File: src/rtl/sevenseg_scan_pwm_if.sv
// sevenseg_scan_pwm_if: load-side bus between the bot I/O registers and the
// seven-segment scanner.
//   digits     : 5-bit code per digit, digit i at [5i+4:5i]
//   dp_in      : decimal point per digit, 1 = lit
//   blank_mask : 1 = digit forced dark
//   brightness : global PWM level, sampled every cycle
//   load       : one-cycle strobe capturing digits/dp_in/blank_mask
//   pending    : a captured load is waiting for the next frame boundary
// master = register side, slave = scanner.
interface sevenseg_scan_pwm_if #(
  parameter int unsigned NUM_DIGITS = 8,
  parameter int unsigned PWM_BITS   = 4
);
  logic [5*NUM_DIGITS-1:0] digits;
  logic [NUM_DIGITS-1:0]   dp_in;
  logic [NUM_DIGITS-1:0]   blank_mask;
  logic [PWM_BITS-1:0]     brightness;
  logic                    load;
  logic                    pending;

  modport master (
    output digits, dp_in, blank_mask, brightness, load,
    input  pending
  );

  modport slave (
    input  digits, dp_in, blank_mask, brightness, load,
    output pending
  );
endinterface

File: src/rtl/sevenseg_scan_pwm.sv
// sevenseg_scan_pwm: time-multiplexed common-anode seven-segment driver with
// double-buffered loading, per-digit blanking, global PWM brightness and a
// dead time at the start of every digit slot.
//   clk, reset   : clock, asynchronous active-low reset
//   bus          : load-side interface (slave modport)
//   seg[6:0]     : cathodes {g,f,e,d,c,b,a}, active low
//   dp           : decimal-point cathode, active low
//   an           : anodes, active low, at most one low
//   frame_start  : one-cycle pulse as the digit index wraps to 0
module sevenseg_scan_pwm #(
  parameter int unsigned NUM_DIGITS = 8,
  parameter int unsigned SCAN_DIV   = 100000,
  parameter int unsigned PWM_BITS   = 4,
  parameter int unsigned DEAD_CYC   = 64
) (
  input  logic                  clk,
  input  logic                  reset,
  sevenseg_scan_pwm_if.slave    bus,
  output logic [6:0]            seg,
  output logic                  dp,
  output logic [NUM_DIGITS-1:0] an,
  output logic                  frame_start
);

  localparam int unsigned SUB_LEN = SCAN_DIV >> PWM_BITS;
  localparam int unsigned PRE_W   = (SUB_LEN > 1) ? $clog2(SUB_LEN) : 1;
  localparam int unsigned IDX_W   = $clog2(NUM_DIGITS);
  localparam int unsigned DIG_W   = 5 * NUM_DIGITS;

  // Active-low glyphs {g,f,e,d,c,b,a}.
  function automatic logic [6:0] decode(input logic [4:0] code);
    case (code)
      5'd0:    decode = 7'h40;
      5'd1:    decode = 7'h79;
      5'd2:    decode = 7'h24;
      5'd3:    decode = 7'h30;
      5'd4:    decode = 7'h19;
      5'd5:    decode = 7'h12;
      5'd6:    decode = 7'h02;
      5'd7:    decode = 7'h78;
      5'd8:    decode = 7'h00;
      5'd9:    decode = 7'h10;
      5'd10:   decode = 7'h08;
      5'd11:   decode = 7'h03;
      5'd12:   decode = 7'h46;
      5'd13:   decode = 7'h21;
      5'd14:   decode = 7'h06;
      5'd15:   decode = 7'h0E;
      5'd17:   decode = 7'h3F;
      5'd18:   decode = 7'h0C;
      5'd19:   decode = 7'h23;
      default: decode = 7'h7F;
    endcase
  endfunction

  logic [PRE_W-1:0]      pre_q, pre_d;
  logic [PWM_BITS-1:0]   sub_q, sub_d;
  logic [IDX_W-1:0]      idx_q, idx_d;

  logic [DIG_W-1:0]      act_dig_q, act_dig_d, pend_dig_q, pend_dig_d;
  logic [NUM_DIGITS-1:0] act_dp_q, act_dp_d, pend_dp_q, pend_dp_d;
  logic [NUM_DIGITS-1:0] act_bl_q, act_bl_d, pend_bl_q, pend_bl_d;
  logic                  pending_q, pending_d;

  logic [6:0]            seg_q, seg_d;
  logic                  dp_q, dp_d;
  logic [NUM_DIGITS-1:0] an_q, an_d;
  logic                  frame_start_q, frame_start_d;

  logic pre_wrap_c, sub_wrap_c, idx_wrap_c, frame_wrap_c;
  logic [4:0] code_c;
  logic       cur_dp_c, cur_bl_c, dead_c, en_c;

  assign pre_wrap_c   = (pre_q == PRE_W'(SUB_LEN - 1));
  assign sub_wrap_c   = (sub_q == '1);
  assign idx_wrap_c   = (idx_q == IDX_W'(NUM_DIGITS - 1));
  assign frame_wrap_c = pre_wrap_c && sub_wrap_c && idx_wrap_c;

  // Nested pre -> sub -> idx scan counters.
  always_comb begin
    pre_d = pre_q;
    sub_d = sub_q;
    idx_d = idx_q;
    if (pre_wrap_c) begin
      pre_d = '0;
      sub_d = sub_q + PWM_BITS'(1);
      if (sub_wrap_c) begin
        idx_d = idx_wrap_c ? '0 : idx_q + IDX_W'(1);
      end
    end else begin
      pre_d = pre_q + PRE_W'(1);
    end
  end

  // Double buffer: promotion at the frame wrap reads the old pending contents,
  // so a load in the same cycle lands in pending and keeps the flag set.
  always_comb begin
    act_dig_d  = act_dig_q;
    act_dp_d   = act_dp_q;
    act_bl_d   = act_bl_q;
    pend_dig_d = pend_dig_q;
    pend_dp_d  = pend_dp_q;
    pend_bl_d  = pend_bl_q;
    pending_d  = pending_q;
    if (frame_wrap_c && pending_q) begin
      act_dig_d = pend_dig_q;
      act_dp_d  = pend_dp_q;
      act_bl_d  = pend_bl_q;
      pending_d = 1'b0;
    end
    if (bus.load) begin
      pend_dig_d = bus.digits;
      pend_dp_d  = bus.dp_in;
      pend_bl_d  = bus.blank_mask;
      pending_d  = 1'b1;
    end
  end

  // Select the current digit from the active buffer.
  always_comb begin
    code_c   = '0;
    cur_dp_c = 1'b0;
    cur_bl_c = 1'b0;
    for (int i = 0; i < NUM_DIGITS; i++) begin
      if (idx_q == IDX_W'(i)) begin
        code_c   = act_dig_q[5*i +: 5];
        cur_dp_c = act_dp_q[i];
        cur_bl_c = act_bl_q[i];
      end
    end
  end

  // Dead time only in the first PWM sub-period of a slot.
  assign dead_c = (sub_q == '0) && (pre_q < PRE_W'(DEAD_CYC));
  assign en_c   = !cur_bl_c && !dead_c && (sub_q <= bus.brightness);

  // Pin drive, registered one cycle behind the counters.
  always_comb begin
    an_d = '1;
    for (int i = 0; i < NUM_DIGITS; i++) begin
      an_d[i] = !(en_c && (idx_q == IDX_W'(i)));
    end
    seg_d         = en_c ? decode(code_c) : 7'h7F;
    dp_d          = en_c ? !cur_dp_c : 1'b1;
    frame_start_d = frame_wrap_c;
  end

  always_ff @(posedge clk or negedge reset) begin
    if (!reset) begin
      pre_q         <= '0;
      sub_q         <= '0;
      idx_q         <= '0;
      act_dig_q     <= '0;
      act_dp_q      <= '0;
      act_bl_q      <= '0;
      pend_dig_q    <= '0;
      pend_dp_q     <= '0;
      pend_bl_q     <= '0;
      pending_q     <= 1'b0;
      seg_q         <= 7'h7F;
      dp_q          <= 1'b1;
      an_q          <= '1;
      frame_start_q <= 1'b0;
    end else begin
      pre_q         <= pre_d;
      sub_q         <= sub_d;
      idx_q         <= idx_d;
      act_dig_q     <= act_dig_d;
      act_dp_q      <= act_dp_d;
      act_bl_q      <= act_bl_d;
      pend_dig_q    <= pend_dig_d;
      pend_dp_q     <= pend_dp_d;
      pend_bl_q     <= pend_bl_d;
      pending_q     <= pending_d;
      seg_q         <= seg_d;
      dp_q          <= dp_d;
      an_q          <= an_d;
      frame_start_q <= frame_start_d;
    end
  end

  assign seg         = seg_q;
  assign dp          = dp_q;
  assign an          = an_q;
  assign frame_start = frame_start_q;
  assign bus.pending = pending_q;

endmodule

File: src/flat_wrapper.sv
// flat-port wrapper written by rule: the top's interface ports become plain ports
module sevenseg_scan_pwm_flat 
#(
  parameter int unsigned NUM_DIGITS = 8,
  parameter int unsigned SCAN_DIV   = 100000,
  parameter int unsigned PWM_BITS   = 4,
  parameter int unsigned DEAD_CYC   = 64
)
  (clk, reset, seg, dp, an, frame_start, bus_digits, bus_dp_in, bus_blank_mask, bus_brightness, bus_load, bus_pending);
  sevenseg_scan_pwm_if #(.NUM_DIGITS(NUM_DIGITS), .PWM_BITS(PWM_BITS)) bus_i ();
  input  logic clk;
  input  logic reset;
  output logic [6:0] seg;
  output logic dp;
  output logic [NUM_DIGITS-1:0] an;
  output logic frame_start;
  input wire logic [$bits(bus_i.digits)-1:0] bus_digits;
  input wire logic [$bits(bus_i.dp_in)-1:0] bus_dp_in;
  input wire logic [$bits(bus_i.blank_mask)-1:0] bus_blank_mask;
  input wire logic [$bits(bus_i.brightness)-1:0] bus_brightness;
  input wire logic [$bits(bus_i.load)-1:0] bus_load;
  output wire logic [$bits(bus_i.pending)-1:0] bus_pending;
  assign bus_i.digits = bus_digits;
  assign bus_i.dp_in = bus_dp_in;
  assign bus_i.blank_mask = bus_blank_mask;
  assign bus_i.brightness = bus_brightness;
  assign bus_i.load = bus_load;
  assign bus_pending = bus_i.pending;
  sevenseg_scan_pwm #(.NUM_DIGITS(NUM_DIGITS), .SCAN_DIV(SCAN_DIV), .PWM_BITS(PWM_BITS), .DEAD_CYC(DEAD_CYC)) u_core (.clk(clk), .reset(reset), .bus(bus_i), .seg(seg), .dp(dp), .an(an), .frame_start(frame_start));
endmodule
File: config.mk
export PLATFORM = sky130hd
export DESIGN_NAME = sevenseg_scan_pwm_flat
export DESIGN_NICKNAME = d
export VERILOG_FILES = /design/src/rtl/sevenseg_scan_pwm_if.sv /design/src/rtl/sevenseg_scan_pwm.sv /design/src/flat_wrapper.sv
export SDC_FILE = /design/constraint.sdc
export NUM_CORES = 1
export LEC_CHECK = 0
export BUFFER_PORTS_ARGS = -buffer_cell sky130_fd_sc_hd__buf_2
export CORE_MARGIN = 3
export CORE_UTILIZATION = 50
export DETAILED_ROUTE_END_ITERATION = 8
export GPL_TIMING_DRIVEN = 0
export PLACE_DENSITY = 0.69
export SLEW_MARGIN = 20
export SYNTH_ARGS = -nofsm -noshare
export SYNTH_HDL_FRONTEND = slang
export SYNTH_SLANG_ARGS = --single-unit
File: constraint.sdc
create_clock -name clk -period 3.7 [get_ports clk]
set_clock_uncertainty 0.2 [all_clocks]
set_input_delay 0.37 -clock clk [delete_from_list [all_inputs] [get_ports clk]]
set_output_delay 0.37 -clock clk [all_outputs]
set_load 0.01 [all_outputs]
==> impl_results.md, run 1 <==
* Synth Flop Type: dfrtp_1
* Final hold slack at 281 ps
* Startpoint types: register
* Final hold vios at 0
* Peak supply drop at ~0.00030 V
* Critical-path top delay cell: a2111oi_1
* Antenna violations before repair at 0
* Dominant cells by area after synthesis: dfrtp_1 (49%), mux2_2 (9.1%), mux2_1 (7.7%)
* Worst skew pair latency at 420 ps
* Gr ovfl total at 0
* Worst-case register-to-register setup slack at 50 ps
* GRT Total Usage at 0.216
* Tcrit/Tclk final at 0.985
* Worst Setup Path Type: reg2reg
* Gate Count Post-Synth at 540
* Routed vias at around 4.9k
* CTS Buf Count at 17
* Clock Tree Buf Depth at 2
* Top cell type's share of synthesized area at 0.486
* Largest area contributor in the netlist: dfrtp_1
* Synthesized area per cell at between 10 and 15 sq um
* CTS Root Cell: clkbuf_16
* Yosys reg bits at 150
* Final nets at 782
* FILL cells at between 1k and 1.5k
* Initial Util at 0.517
* DRT Pass-1 Iters at 5
* IO buf count at 79
* P&R area growth vs syn at 27.6%
* Routed WL at 15.4 mm
* Std cell rows at between 40 and 50
* Multi-input gate area at 0.00288 sq mm
* Slew margin rel. at 0.519
* Share of layout cells above drive strength 1 at 0.313
* Vias/cell at 5.51
* Largest net degree at the start of global routing at 87
* Slew Viols, Final at 0
* Most frequent cells in the layout: dfrtp_1 (134), buf_2 (87), dlygate4sd3_1 (57)
* Vias in the first global route at 5039
* Storage element area at between 0.003 and 0.004 sq mm
* Max Freq at roughly 270 MHz
* Most common cell after layout, fill and taps aside: dfrtp_1
* Leak Pwr at about 4 nW
* Status: finished clean
* Initial drt markers at 323
* Worst-margin pin slew at 721 ps
* DIE HEIGHT at around 120 um
* Syn nets at between 600 and 700
* Critical Path Sink Type: register
* Worst endpoint data arrival time at 3760 ps
* FFs w/ async S/R, synth at 1.00
* Count of cell types in the netlist at 64
* Slowest stage delay, CP at roughly 520 ps
* Power Density at around 430 mW/mm^2
* IO Count at a little over 80
* Power Total at 3.78 mW
* Drt drc at 0
* Setup-failing EPs final at 0
* GPL Wtd Cong at 0.870
* Post-DP HPWL at 10.5 mm
* Sequential share of the synthesized area at 0.547
* Clk sinks at 150
* # Max-Cap Violations at 0
* Syn Std Cell Area at approximately 0.0069 sq mm
* Clock H-tree levels at 4
* Crit Path Max Fanout at 10
* Detailed-route wire length per cell at approximately 17 um
* Worst path most repeated cell: ha_1
* CTS tree: built
* Reg clk slew, reported paths at 60 ps
* Worst min path class: reg2reg
* Die width at 123 um
* CP Data Required Time at 3820 ps
* Core Area at 0.0133 sq mm
* Antenna diodes at 0
* Number of flops mapped to enable cells by yosys at 0
* Tmin final at around 3600 ps
* Cell chain of the critical path: buf_2 > clkbuf_4 > inv_2 > ha_1 > or2_1 > a221oi_1 > o22ai_1 > a221oi_4 > inv_1 > ha_1 > a2111oi_1 > o31ai_2
* Post-route ant nets at 0
* First-pass GRT wire length at 25.2 mm
* Yosys warns at 0
* Die area at 0.0152 sq mm
[area by class of cell]
type,instances,share of cell area
plain buffers,30,0.0216
clock buffers,21,0.0534
multi-input cells,337,0.327
clock inverters,11,0.0193
flip-flops and latches,150,0.429
well taps,176,0.0250
repair buffers,138,0.115
inverters,23,0.00981
[per-stage QoR]
stage / cells / cell area [sq um] / TNS, ps / utilization / setup WS, ps
floorplan: 540 / 6900 / 0 / - / 324
global placement: 795 / 7520 / -1410 / 0.563 / -403
detailed placement: 796 / 7550 / -2030 / 0.566 / -476
CTS: 886 / 8790 / 0 / 0.659 / 90.9
global route: 886 / 8800 / -55.9 / 0.659 / -55.9
finish: 886 / 8800 / 0 / 0.659 / 54.8
[where the power goes]
part | switching, mW | internal, mW
logic | 0.0787 | 0.124
registers | 0.0370 | 1.70
clock network | 0.657 | 1.18
total | 0.772 | 3.01
[cells by family after synthesis]
kind of cell,count (synthesis),share of synthesized area
and+or+nand+nor,112,0.0912
muxes,106,0.172
AOI/OAI and AO/OA,82,0.0912
adders and majority gates,22,0.0399
DFF,150,0.547
buffers and inverters,53,0.0393
xor gates and xnor gates,15,0.0190
[per-layer routing]
metal  GRT usage  vias up  wire [um]
met4       0.104        0        525
met1       0.278     2429       6640
met3      0.0581       46        847
met2       0.341      155       7370
li1            -     2255          -
met5           0        -          0
[sequential cells by signal, summed over array words and instances (netlist names)]
| signal | cells |
|---|---|
| u_core.act_dp_q | 8 |
| u_core.an | 8 |
| u_core.pend_dp_q | 8 |
| u_core.dp | 1 |
| u_core.seg | 7 |
| u_core.pend_dig_q | 40 |
| u_core.idx_q | 3 |
| u_core.pend_bl_q | 8 |
| u_core.sub_q | 4 |
| u_core.frame_start | 1 |
| u_core.pre_q | 13 |
| u_core.act_dig_q | 40 |
| u_core.act_bl_q | 8 |
| u_core.bus.pending | 1 |
[final timing paths]
kind / start / endpoint / cells after the start
min: u_core.act_dig_q[33] / u_core.act_dig_q[33] / 1
max reg2reg: u_core.idx_q[2] / u_core.seg[3] / 12
min in group asynchronous: reset / u_core.frame_start / 2
max in group asynchronous: reset / u_core.pend_dp_q[6] / 3
min reg2reg: u_core.act_dig_q[33] / u_core.act_dig_q[33] / 1
max: u_core.idx_q[2] / u_core.seg[3] / 12
[cell usage after synthesis (3+ instances only)]
library cell,instances
a2111oi_2,4
a211oi_1,4
a21o_1,4
a21oi_1,13
a221o_1,5
a221oi_1,7
a22oi_1,3
and2_1,5
and3_1,5
buf_2,10
buf_6,7
clkbuf_1,11
dfrtp_1,134
dfstp_2,16
ha_1,22
inv_1,22
mux2_1,47
mux2_2,56
mux2i_1,3
nand2_1,28
nand2b_1,3
nand3_1,13
nand3b_1,4
nor2_1,18
nor2b_1,8
nor3_1,6
o21a_1,5
o21ai_0,6
o21ai_1,11
o31ai_1,5
xnor2_1,12
xor2_1,3
[what timing repair did]
| action | CTS | global route |
|---|---|---|
| pin swaps | 1 | 0 |
| endpoints found under the setup margin | 7 | 4 |
| gates resized for setup | 4 | 4 |
| endpoints found under the hold margin | 104 | 0 |
| setup buffers | 1 | 0 |
| hold buffers | 57 | 0 |
[critical path: cells and delay by family (launching register included)]
| kind | cells | cell delay [ps] |
|---|---|---|
| buffers and inverters | 4 | 740 |
| AND/OR/NAND/NOR | 1 | 300 |
| adder cells (fa/ha/maj) | 2 | 490 |
| flip-flops | 1 | 340 |
| AO/OA/AOI/OAI | 5 | 1460 |
Note: power is estimated with default switching activity, not from simulation.
==> run 2, diff against run 1 <==
- CORE_MARGIN: 3 -> not set
==> impl_results.md, run 2 (synthesis gave the netlist of run 1 again) <==
* # Max-Cap Violations at 0
* Startpoint types: register
* Post-route ant nets at 0
* Largest net degree at the start of global routing at 102
* Status: finished clean
* Leak Pwr at 4.10 nW
* Setup-failing EPs final at 0
* First-pass GRT wire length at 25.2 mm
* Most frequent cells in the layout: dfrtp_1 (134), buf_2 (87), dlygate4sd3_1 (57)
* Tmin final at roughly 3500 ps
* Slew Viols, Final at 0
* Worst path most repeated cell: ha_1
* Beginning of the worst register-to-register path: u_core.idx_q[2]
* Die area at around 0.014 sq mm
* RSZ-0062 raised after global routing: false
* P&R area growth vs syn at 28.2%
* Clk sinks at 150
* Die width at around 120 um
* Drt drc at 0
* R2R depth at 12
* Final hold vios at 0
* Final std cells w/o fill at 887
* Slowest stage delay, CP at around 400 ps
* Antenna violations before repair at 0
* Placed Cells at slightly below 800
* Reg2reg end: u_core.seg[4]
* Cell chain of the critical path: buf_2 > buf_4 > inv_2 > ha_1 > or2_1 > o311ai_0 > and2_2 > inv_1 > ha_1 > nor3b_1 > a2111oi_1 > o21ai_1
* Vias/cell at 5.42
* Post-place instance area at 0.00755 sq mm
* Cell area after layout at 0.00884 sq mm
* Worst-margin pin slew at 713 ps
* Clock H-tree levels at 4
* Final core occ at 0.663
* Power Density at 433 mW/mm^2
* Core Area at 0.0133 sq mm
* Initial Util at 0.517
* Critical-path top delay cell: o311ai_0
* CTS Buf Count at 17
* GRT Total Usage at 0.234
* Worst-case register-to-register setup slack at 180 ps
* CP Data Required Time at 3820 ps
* Routed vias at 4811
* Crit Path Max Fanout at 10
* Detailed-route wire length per cell at between 15 and 20 um
* Vias in the first global route at 4904
* Top flop regs: u_core.act_dig_q (40), u_core.pend_dig_q (40), u_core.pre_q (13)
* Tcrit/Tclk final at 0.953
* CTS Root Cell: clkbuf_16
* Reg clk slew, reported paths at roughly 60 ps
* Max Freq at approximately 280 MHz
* Worst Setup Path Type: reg2reg
* FILL cells at between 900 and 1k
* Slew margin rel. at 0.525
* CTS tree: built
* Share of layout cells above drive strength 1 at 0.318
* Initial drt markers at about 360
* Critical Path Sink Type: register
* Worst skew pair latency at 420 ps
* Worst endpoint data arrival time at between 3000 and 4000 ps
* Final nets at 783
* DIE HEIGHT at approximately 120 um
* Gr ovfl total at 0
* Routed WL at roughly 15 mm
* Peak supply drop at 0.000285 V
* Most common cell after layout, fill and taps aside: dfrtp_1
* Worst min path class: in2async
* Clock Tree Buf Depth at 2
* IO Count at about 80
* Power Total at 3.83 mW
* IO buf count at 79
* Std cell rows at 42
* Post-DP HPWL at 10.3 mm
* GPL Wtd Cong at 0.868
* DRT Pass-1 Iters at 5
* Antenna diodes at 0
==> run 2: worst max path at each step <==
stage | start | to | depth (start not counted)
final | u_core.idx_q[2] | u_core.seg[4] | 12
after global routing | u_core.idx_q[2] | u_core.seg[4] | 12
after CTS | u_core.idx_q[2] | u_core.seg[4] | 12
after detailed placement | u_core.idx_q[2] | u_core.seg[1] | 13
after global placement | u_core.idx_q[2] | u_core.seg[1] | 13
after floorplan | u_core.idx_q[2] | u_core.seg[1] | 13
==> run 2: critical path: cells and delay by family, from the launching register on <==
kind	cells	cell delay, ps
adders and majority gates	2	550
buffers and inverters	4	690
DFF	1	350
and+or+nand+nor	3	760
AOI/OAI and AO/OA	3	850
==> run 2: through the flow <==
stage	worst slack [ps]	setup TNS, ps	hold slack [ps]
floorplan	324	0	-126
global placement	-401	-1410	268
detailed placement	-476	-2050	106
CTS	28.5	0	251
global route	6.77	0	268
finish	176	0	252
==> run 2: layer usage <==
layer,track usage,part of all wire,vias to the layer above
li1,-,-,2251
met1,0.306,0.44,2411
met2,0.381,0.50,130
met3,0.0546,0.043,19
met4,0.0828,0.016,0
met5,0,0,-
==> run 2: repair_timing <==
item,4_1_cts,5_1_grt
hold buffers,57,0
endpoints found under the hold margin,105,0
gates resized for setup,5,8
endpoints found under the setup margin,7,4
pin swaps,1,0
buffers inserted,2,0
==> run 2: layout make-up <==
type | count | area [sq um] | share of cell area
buffer | 30 | 190 | 0.0215
multi-input combinational | 337 | 2900 | 0.328
sequential | 150 | 3770 | 0.427
clock buffer | 20 | 457 | 0.0516
inverter | 23 | 86.3 | 0.00976
clock inverter | 12 | 200 | 0.0226
tap | 176 | 220 | 0.0249
timing repair buffer | 139 | 1020 | 0.115
==> run 2: power breakdown <==
part / switching, mW / internal (mW) / leakage (nW)
Combinational: 0.0789 / 0.124 / 1.90
Sequential: 0.0362 / 1.70 / 1.89
Clock: 0.655 / 1.23 / 0.312
Total: 0.770 / 3.06 / 4.10
==> run 3, diff against run 2 <==
- CORE_ASPECT_RATIO: not set -> 0.7
==> impl_results.md, run 3 (synthesis gave the netlist of run 1 again) <==
* Status: finished clean
* Max Freq at 284 MHz
* Worst path most repeated cell: ha_1
* Reg clk slew, reported paths at 60 ps
* GRT Total Usage at 0.240
* Worst skew pair latency at 420 ps
* Buf+Inv Stages, Crit Path at 4
* Clk sinks at 150
* Clock H-tree levels at 4
* Drt drc at 0
* Worst endpoint data arrival time at 3630 ps
* Cell area after layout at 0.00876 sq mm
* Gr ovfl total at 0
* Setup-failing EPs final at 0
* Std cell rows at 35
* Storage element area at 0.00377 sq mm
* Peak supply drop at 0.000268 V
* DIE HEIGHT at roughly 100 um
* Worst min path class: in2reg
* FILL cells at 1037
* Worst setup margin at 175 ps
* Share of layout cells above drive strength 1 at 0.317
* Multi-input gate area at just under 0.003 sq mm
* Antenna diodes at 0
* CTS tree: built
* Routed WL at 15.5 mm
* Power Density at 414 mW/mm^2
* Worst-margin pin slew at 976 ps
* Final core occ at 0.658
* Core Area at 0.0133 sq mm
* First-pass GRT wire length at 25.6 mm
* Cell chain of the critical path: buf_2 > clkbuf_4 > inv_2 > ha_1 > or2_1 > a221oi_2 > o22ai_2 > a221oi_4 > inv_1 > ha_1 > mux2i_1 > and2_1 > o31ai_1
* Die width at 142 um
* Setup TNS at 0 ps
* IO buf count at 79
* GPL Wtd Cong at 0.889
* P&R area growth vs syn at 27.0%
* Clock power frac at 0.465
* Tcrit/Tclk final at 0.953
* Post-DP HPWL at 10.7 mm
* DRT Pass-1 Iters at 4
* Crit Path Max Fanout at 10
* Die area at between 0.01 and 0.015 sq mm
* Placed Cells at ~800
* Worst Setup Path Type: reg2reg
* Leak Pwr at 4.06 nW
* Vias in the first global route at 4975
* Switching Fraction at 0.225
* Switching power at 0.815 mW
* Final nets at a little under 800
* CTS Root Cell: clkbuf_16
* Initial drt markers at roughly 230
* Crit path max-delay family: compound AO/OA/AOI/OAI gates
* Antenna violations before repair at 0
* # Max-Cap Violations at 0
* Slew Viols, Final at 0
* Critical Path Sink Type: register
* Power Total at 3.63 mW
* Startpoint types: register
* Post-place instance area at 0.00756 sq mm
* Slew margin rel. at 0.346
* Initial Util at 0.518
* Detailed-route wire length per cell at 17.4 um
* CTS Buf Count at 17
* Setup slack at placement at -421 ps
* Post-route ant nets at 0
* Clock Tree Buf Depth at 2
* Pint at between 2 and 3 mW
* Most common cell after layout, fill and taps aside: dfrtp_1
* Vias/cell at 5.31
* Final hold slack at 6.35 ps
* Logic gate share of total power at 0.055
* Top flop regs: u_core.act_dig_q (40), u_core.pend_dig_q (40), u_core.pre_q (13)
* IO Count at 81
* Slowest stage delay, CP at 350 ps
* Final std cells w/o fill at around 900
* Largest net degree at the start of global routing at 103
* Tmin final at approximately 3500 ps
* CP Data Required Time at 3810 ps
* Most frequent cells in the layout: dfrtp_1 (134), buf_2 (87), mux2_2 (56), dlygate4sd3_1 (56), mux2_1 (47)
* Sequential share of power at 0.479
* Critical-path top delay cell: dfrtp_1
* Routed vias at 4744
* Final hold vios at 0
==> run 3: area by class of cell <==
class	count	share of cell area
Clock inverter	11	0.0129
Multi-Input combinational cell	337	0.330
Buffer	29	0.0213
Inverter	23	0.00985
Clock buffer	21	0.0537
Timing Repair Buffer	138	0.115
Tap cell	185	0.0264
Sequential cell	150	0.431
==> run 3: path summary, 6_finish.rpt <==
check | start | endpoint | slack [ps] | cells after the start
max in group asynchronous | reset | u_core.pre_q[2] | 2260 | 3
min reg2reg | u_core.pend_dig_q[16] | u_core.act_dig_q[16] | 290 | 1
max | u_core.idx_q[2] | u_core.seg[3] | 170 | 13
min | bus_digits[20] | u_core.pend_dig_q[20] | 6 | 2
max reg2reg | u_core.idx_q[2] | u_core.seg[3] | 170 | 13
min in group asynchronous | reset | u_core.pend_dig_q[32] | 230 | 2
==> run 3: routing by layer <==
| metal | part of all wire | track usage |
|---|---|---|
| met5 | 0 | 0 |
| met4 | 0.011 | 0.0868 |
| met3 | 0.044 | 0.0577 |
| met2 | 0.46 | 0.371 |
| met1 | 0.49 | 0.332 |
==> run 3: worst reg2reg max path, cell delays in order, from the launching register on <==
cell	delay [ps]
dfrtp_1	350
buf_2	190
clkbuf_4	230
inv_2	120
ha_1	250
or2_1	300
a221oi_2	230
o22ai_2	160
a221oi_4	340
inv_1	160
ha_1	330
mux2i_1	80
and2_1	150
o31ai_1	320
==> run 3: power by group through the flow <==
stage	Sequential (mW)	Combinational [mW]	Clock (mW)
2_1_floorplan	1.75	0.0779	0
3_3_place_gp	1.77	0.145	0
3_5_place_dp	1.77	0.158	0
4_1_cts	1.74	0.203	1.72
5_1_grt	1.75	0.223	1.79
6_report	1.74	0.201	1.69
==> run 3: repair_timing <==
action,in CTS,in global routing
gates resized for setup,5,6
endpoints found under the hold margin,103,0
setup buffers,0,2
pin swaps,0,1
hold buffers,56,0
setup endpoints to repair,7,6
